**src/rtl/imem_loader.sv**
```systemverilog
// imem_loader: loads instruction words into a small memory from a byte stream
// (length, high/low byte pairs, XOR checksum) while holding the CPU off.
// The memory read port is combinational, so the CPU sees data = mem[a] at all times.
module imem_loader #(
  parameter int DEPTH  = 16,
  parameter int MAXLEN = 16
) (
  input  logic        clk,
  input  logic        rst_n,
  input  logic        load_req,
  input  logic        byte_valid,
  input  logic [7:0]  byte_data,
  output logic        byte_ready,
  input  logic [3:0]  a,
  output logic [15:0] data,
  output logic        cpu_hold,
  output logic        load_done,
  output logic [4:0]  word_count,
  output logic        err
);

  localparam logic [2:0] IDLE = 3'd0;
  localparam logic [2:0] LEN  = 3'd1;
  localparam logic [2:0] HI   = 3'd2;
  localparam logic [2:0] LO   = 3'd3;
  localparam logic [2:0] CSUM = 3'd4;
  localparam logic [2:0] DONE = 3'd5;

  localparam logic [15:0] HALT_WORD = 16'h9000;

  logic [2:0]  state_r;
  logic [2:0]  next_state_s;
  logic [3:0]  ptr_r;
  logic [7:0]  csum_r;
  logic [7:0]  len_r;
  logic [7:0]  hi_r;
  logic        xfer_s;
  logic        len_ok_s;
  logic        last_word_s;
  logic        ready_next_s;
  logic [15:0] mem_r [DEPTH];

  assign xfer_s      = byte_valid & byte_ready;
  assign len_ok_s    = (byte_data != 8'd0) && (byte_data <= 8'(MAXLEN));
  assign last_word_s = (({3'd0, word_count} + 8'd1) == len_r);
  assign data        = mem_r[a];

  // Next-state decode; byte_ready and load_done are registered from it.
  always_comb begin
    next_state_s = state_r;
    case (state_r)
      IDLE: begin
        if (load_req) next_state_s = LEN;
        else          next_state_s = IDLE;
      end
      LEN: begin
        if (xfer_s) next_state_s = len_ok_s ? HI : IDLE;
        else        next_state_s = LEN;
      end
      HI: begin
        if (xfer_s) next_state_s = LO;
        else        next_state_s = HI;
      end
      LO: begin
        if (xfer_s) next_state_s = last_word_s ? CSUM : HI;
        else        next_state_s = LO;
      end
      CSUM: begin
        if (xfer_s) next_state_s = DONE;
        else        next_state_s = CSUM;
      end
      DONE:    next_state_s = IDLE;
      default: next_state_s = IDLE;
    endcase
  end

  // Byte acceptance is open only while a stream field is expected.
  always_comb begin
    ready_next_s = 1'b0;
    if ((next_state_s == LEN) || (next_state_s == HI) ||
        (next_state_s == LO) || (next_state_s == CSUM)) begin
      ready_next_s = 1'b1;
    end else begin
      ready_next_s = 1'b0;
    end
  end

  // Session control: state, handshake, hold, counters, checksum and error flag.
  always_ff @(posedge clk or negedge rst_n) begin
    if (!rst_n) begin
      state_r    <= IDLE;
      byte_ready <= 1'b0;
      load_done  <= 1'b0;
      cpu_hold   <= 1'b0;
      word_count <= 5'd0;
      err        <= 1'b0;
      ptr_r      <= 4'd0;
      csum_r     <= 8'd0;
      len_r      <= 8'd0;
      hi_r       <= 8'd0;
    end else begin
      state_r    <= next_state_s;
      byte_ready <= ready_next_s;
      load_done  <= (next_state_s == DONE);
      case (state_r)
        IDLE: begin
          if (load_req) begin
            cpu_hold   <= 1'b1;
            word_count <= 5'd0;
            err        <= 1'b0;
            ptr_r      <= 4'd0;
            csum_r     <= 8'd0;
          end
        end
        LEN: begin
          if (xfer_s) begin
            if (len_ok_s) begin
              len_r <= byte_data;
            end else begin
              err      <= 1'b1;
              cpu_hold <= 1'b0;
            end
          end
        end
        HI: begin
          if (xfer_s) begin
            hi_r   <= byte_data;
            csum_r <= csum_r ^ byte_data;
          end
        end
        LO: begin
          if (xfer_s) begin
            csum_r     <= csum_r ^ byte_data;
            ptr_r      <= ptr_r + 4'd1;
            word_count <= word_count + 5'd1;
          end
        end
        CSUM: begin
          if (xfer_s && (byte_data != csum_r)) err <= 1'b1;
        end
        DONE:    cpu_hold <= 1'b0;
        default: cpu_hold <= 1'b0;
      endcase
    end
  end

  // Instruction memory: every word reset to the halt opcode, written on each low byte.
  always_ff @(posedge clk or negedge rst_n) begin
    if (!rst_n) begin
      for (int i = 0; i < DEPTH; i++) mem_r[i] <= HALT_WORD;
    end else if ((state_r == LO) && xfer_s) begin
      mem_r[ptr_r] <= {hi_r, byte_data};
    end
  end

endmodule

```
**config.mk**
```make
export PLATFORM = sky130hd
export DESIGN_NAME = imem_loader
export DESIGN_NICKNAME = d
export VERILOG_FILES = /design/src/rtl/imem_loader.sv
export SDC_FILE = /design/constraint.sdc
export NUM_CORES = 1
export LEC_CHECK = 0
export CORE_MARGIN = 5
export CORE_UTILIZATION = 59
export DETAILED_ROUTE_END_ITERATION = 8
export PLACE_DENSITY = 0.77
export SYNTH_ARGS = -nofsm -noshare
export SYNTH_HDL_FRONTEND = slang
export SYNTH_SLANG_ARGS = --single-unit
```
**constraint.sdc**
```tcl
create_clock -name clk -period 4.95 [get_ports clk]
set_input_delay 0.99 -clock clk [delete_from_list [all_inputs] [get_ports clk]]
set_output_delay 0.99 -clock clk [all_outputs]
set_load 0.01 [all_outputs]
```
==> metrics.cfg <==
[status]
status=finished clean

[detailed_routing]
drtIter0Drc=607
detail_route.wl_per_cell_um=25.2
final_antenna_net_count=0
wirelength_um=31200
drc=0
drt-vias-per-instance=6.36
firstDrtPassIters=6
via_count=7885

[worst_setup_path]
crit_slowest_cell=mux4_2
cp.buffers_inverters=3
cp-start-kind=primary input
ff2ff_setup_slack_ns=2.29
cp_common_cell=mux4_2
crit_required_ns=3.96
end_kind=output pin
path_delay_family=buffers and inverters
worst-path-max-fanout=26
worstRegToRegCells=5
critPathKind=primary input to output pin
worstPathCellList=buf_4 > buf_12 > mux4_2 > mux4_2 > clkdlybuf4s50_1
worstReg2RegEnd=mem_r[147]
rr_startpoint=state_r[2]
arrival_ns=3.25
crit_path_max_incr_delay_ns=0.56

[sta]
period_minus_slack_ns=4.24
setup_ws_ns=0.706
fin_skew_ns=0.0105
drv_slew=0
hold_viol=0
min_period_over_period_pct=85.7
fmax_mhz=236
worst_pin_slew_ns=1.02
final-setup-viol-count=0
slew_headroom_pct=31.6
grt_setup_unrepaired=false
setup_tns_ns=0

[die]
die_w_um=163
rows=56
die-height_um=163
core_area_um2=23300
io_pins=41
initial_core_util_pct=59.4
dieArea_um2=26700

[synthesis]
synthesis.area_um2=13900
syn_area_per_cell_um2=15.8
synth_top_cell_area_share_pct=47.7
yosys_warnings=0
synthTopCellsByArea=dfrtp_1, mux2_2, mux4_2
syn-num-nets=899
synthFlopType=dfrtp_1
synth_edf_count=0
yosysTopAreaCell=dfrtp_1
postSynth.asyncResetShare_pct=100
ys_ff_latch=296
synthesis.instances=878
ys_seq_area_share_pct=53.7
netlist-cell-type-count=48

[clock_tree]
clk_latency_ns=0.55
cts_made_buffers=30
ctsResizeCount=0
cts.sinks=296
cts_max_path_buffers=3
cts_root_buffer=clkbuf_16
h-tree-depth=1
cts_hold_buf=0
postCtsSetupBuffers=0
path_clk_slew_ns=0.06
cts_tree=done

[placement]
gp_congestion=0.827
pre_cts_slack_ns=0.681
place_area_um2=14400
numPortBuffers=40
dp_hpwl_um=18200

[cells_and_area]
final_area_um2=15400
layout_commonest_cell=dfrtp_1
n_fill_cell=1599
drive_gt1_share_pct=51.0
diodes=0
area_delta_synth_final_pct=11.2
layout_common_cells=dfrtp_1, mux2_2, mux4_2, clkdlybuf4s50_1, dfstp_2
nets=918

[worst_hold_path]
hp-start=cpu_hold
hold_path.class=flop to flop
whs_endpoint=cpu_hold
min_path_cells=1

[global_routing]
first_global_vias=8663
antenna_found_initial=0
grtUsageTotal_pct=24.5
grt_pass1_wl_um=50300
grt_overflow=0
grt_max_degree=108

[power]
total_leakage_power_nw=7.13
peakVddDrop_mv=0.265
cellPowerDensity_nw_per_um2=438

[flow_run]
maxCapViolations=0

flip-flops by register name, indices dropped and copies added (netlist names):
register    count
len_r           8
state_r         3
hi_r            8
cpu_hold        1
err             1
byte_ready      1
load_done       1
csum_r          8
ptr_r           4
mem_r         256
word_count      5
worst reg2reg max path, cell delays in order, from the launching register on:
cell and delay [ns]:
dfrtp_1 0.49, and2b_2 0.31, and3_2 0.59, buf_4 0.33
nand3_4 0.38, mux2_2 0.44
synth_stat cells, types with 2 or more instances:
library cell and number:
nand2b_1 8, and3_1 2, xnor2_1 9, nand2_1 16, and2_1 4, nor2b_1 5, nand4_1 5, nand3_1 7
nor2_1 20, nand4_2 3, xor2_1 4, inv_1 6, nand3_4 12, clkbuf_1 36, mux2_4 10, dfrtp_1 264
buf_1 3, buf_4 6, buf_2 14, o21ai_0 27, dfstp_2 32, a21oi_1 3, buf_6 12, mux2_2 258
mux4_2 80, nor3_1 2, nor4_1 4, ha_1 5, nand4b_1 2
through the flow:
| stage | utilization [%] | std cells | power (mW) | hold WS, ns |
|---|---|---|---|---|
| after CTS | 66.1 | 1240 | 6.79 | 0.484 |
| after global routing | 66.1 | 1240 | 7.06 | 0.508 |
| final | 66.1 | 1240 | 6.75 | 0.481 |
| after global placement | 61.8 | 1184 | 4.43 | 0.462 |
| after floorplan | - | 878 | 4.12 | 0.443 |
| after detailed placement | 61.8 | 1184 | 4.54 | 0.471 |
per-layer routing:
layer / vias up / wire length, um / global-route usage, %
met5: - / 0 / 0
met3: 80 / 1740 / 4.09
met4: 0 / 1060 / 8.35
met1: 4245 / 12700 / 33.0
met2: 255 / 15800 / 41.2
li1: 3305 / - / -
power breakdown:
| group | switching (mW) | internal (mW) |
|---|---|---|
| Clock | 0.938 | 1.30 |
| Combinational | 0.544 | 0.694 |
| Sequential | 0.401 | 2.87 |
| Total | 1.88 | 4.87 |
area by class of cell:
class / instances / area (um^2) / share of cell area, %
clock buffer: 44 / 895 / 5.80
inverter: 6 / 22.5 / 0.146
tap: 319 / 399 / 2.59
timing repair buffer: 59 / 578 / 3.75
sequential: 296 / 7450 / 48.3
clock inverter: 12 / 97.6 / 0.633
multi-input combinational: 504 / 5980 / 38.8
cells by family (layout without fill, tap and decap cells):
family,after synthesis,count (layout),synth area share [%]
compound gates,42,42,1.77
xor+xnor,14,14,0.984
mux,349,349,35.1
flops,296,296,53.7
simple gates,94,94,4.79
buf+inv,78,121,3.17
fa+ha+maj,5,5,0.451
how the worst max path moves through the flow:
| stage | slack [ns] | from | endpoint | depth (start not counted) |
|---|---|---|---|---|
| floorplan | 1.44 | a[0] | data[0] | 4 |
| global placement | 0.68 | a[0] | data[15] | 5 |
| detailed placement | 0.68 | a[0] | data[12] | 5 |
| CTS | 0.67 | a[0] | data[9] | 5 |
| global route | 0.59 | a[0] | data[15] | 5 |
| finish | 0.71 | a[0] | data[9] | 5 |
(Power assumes the default switching activity.)
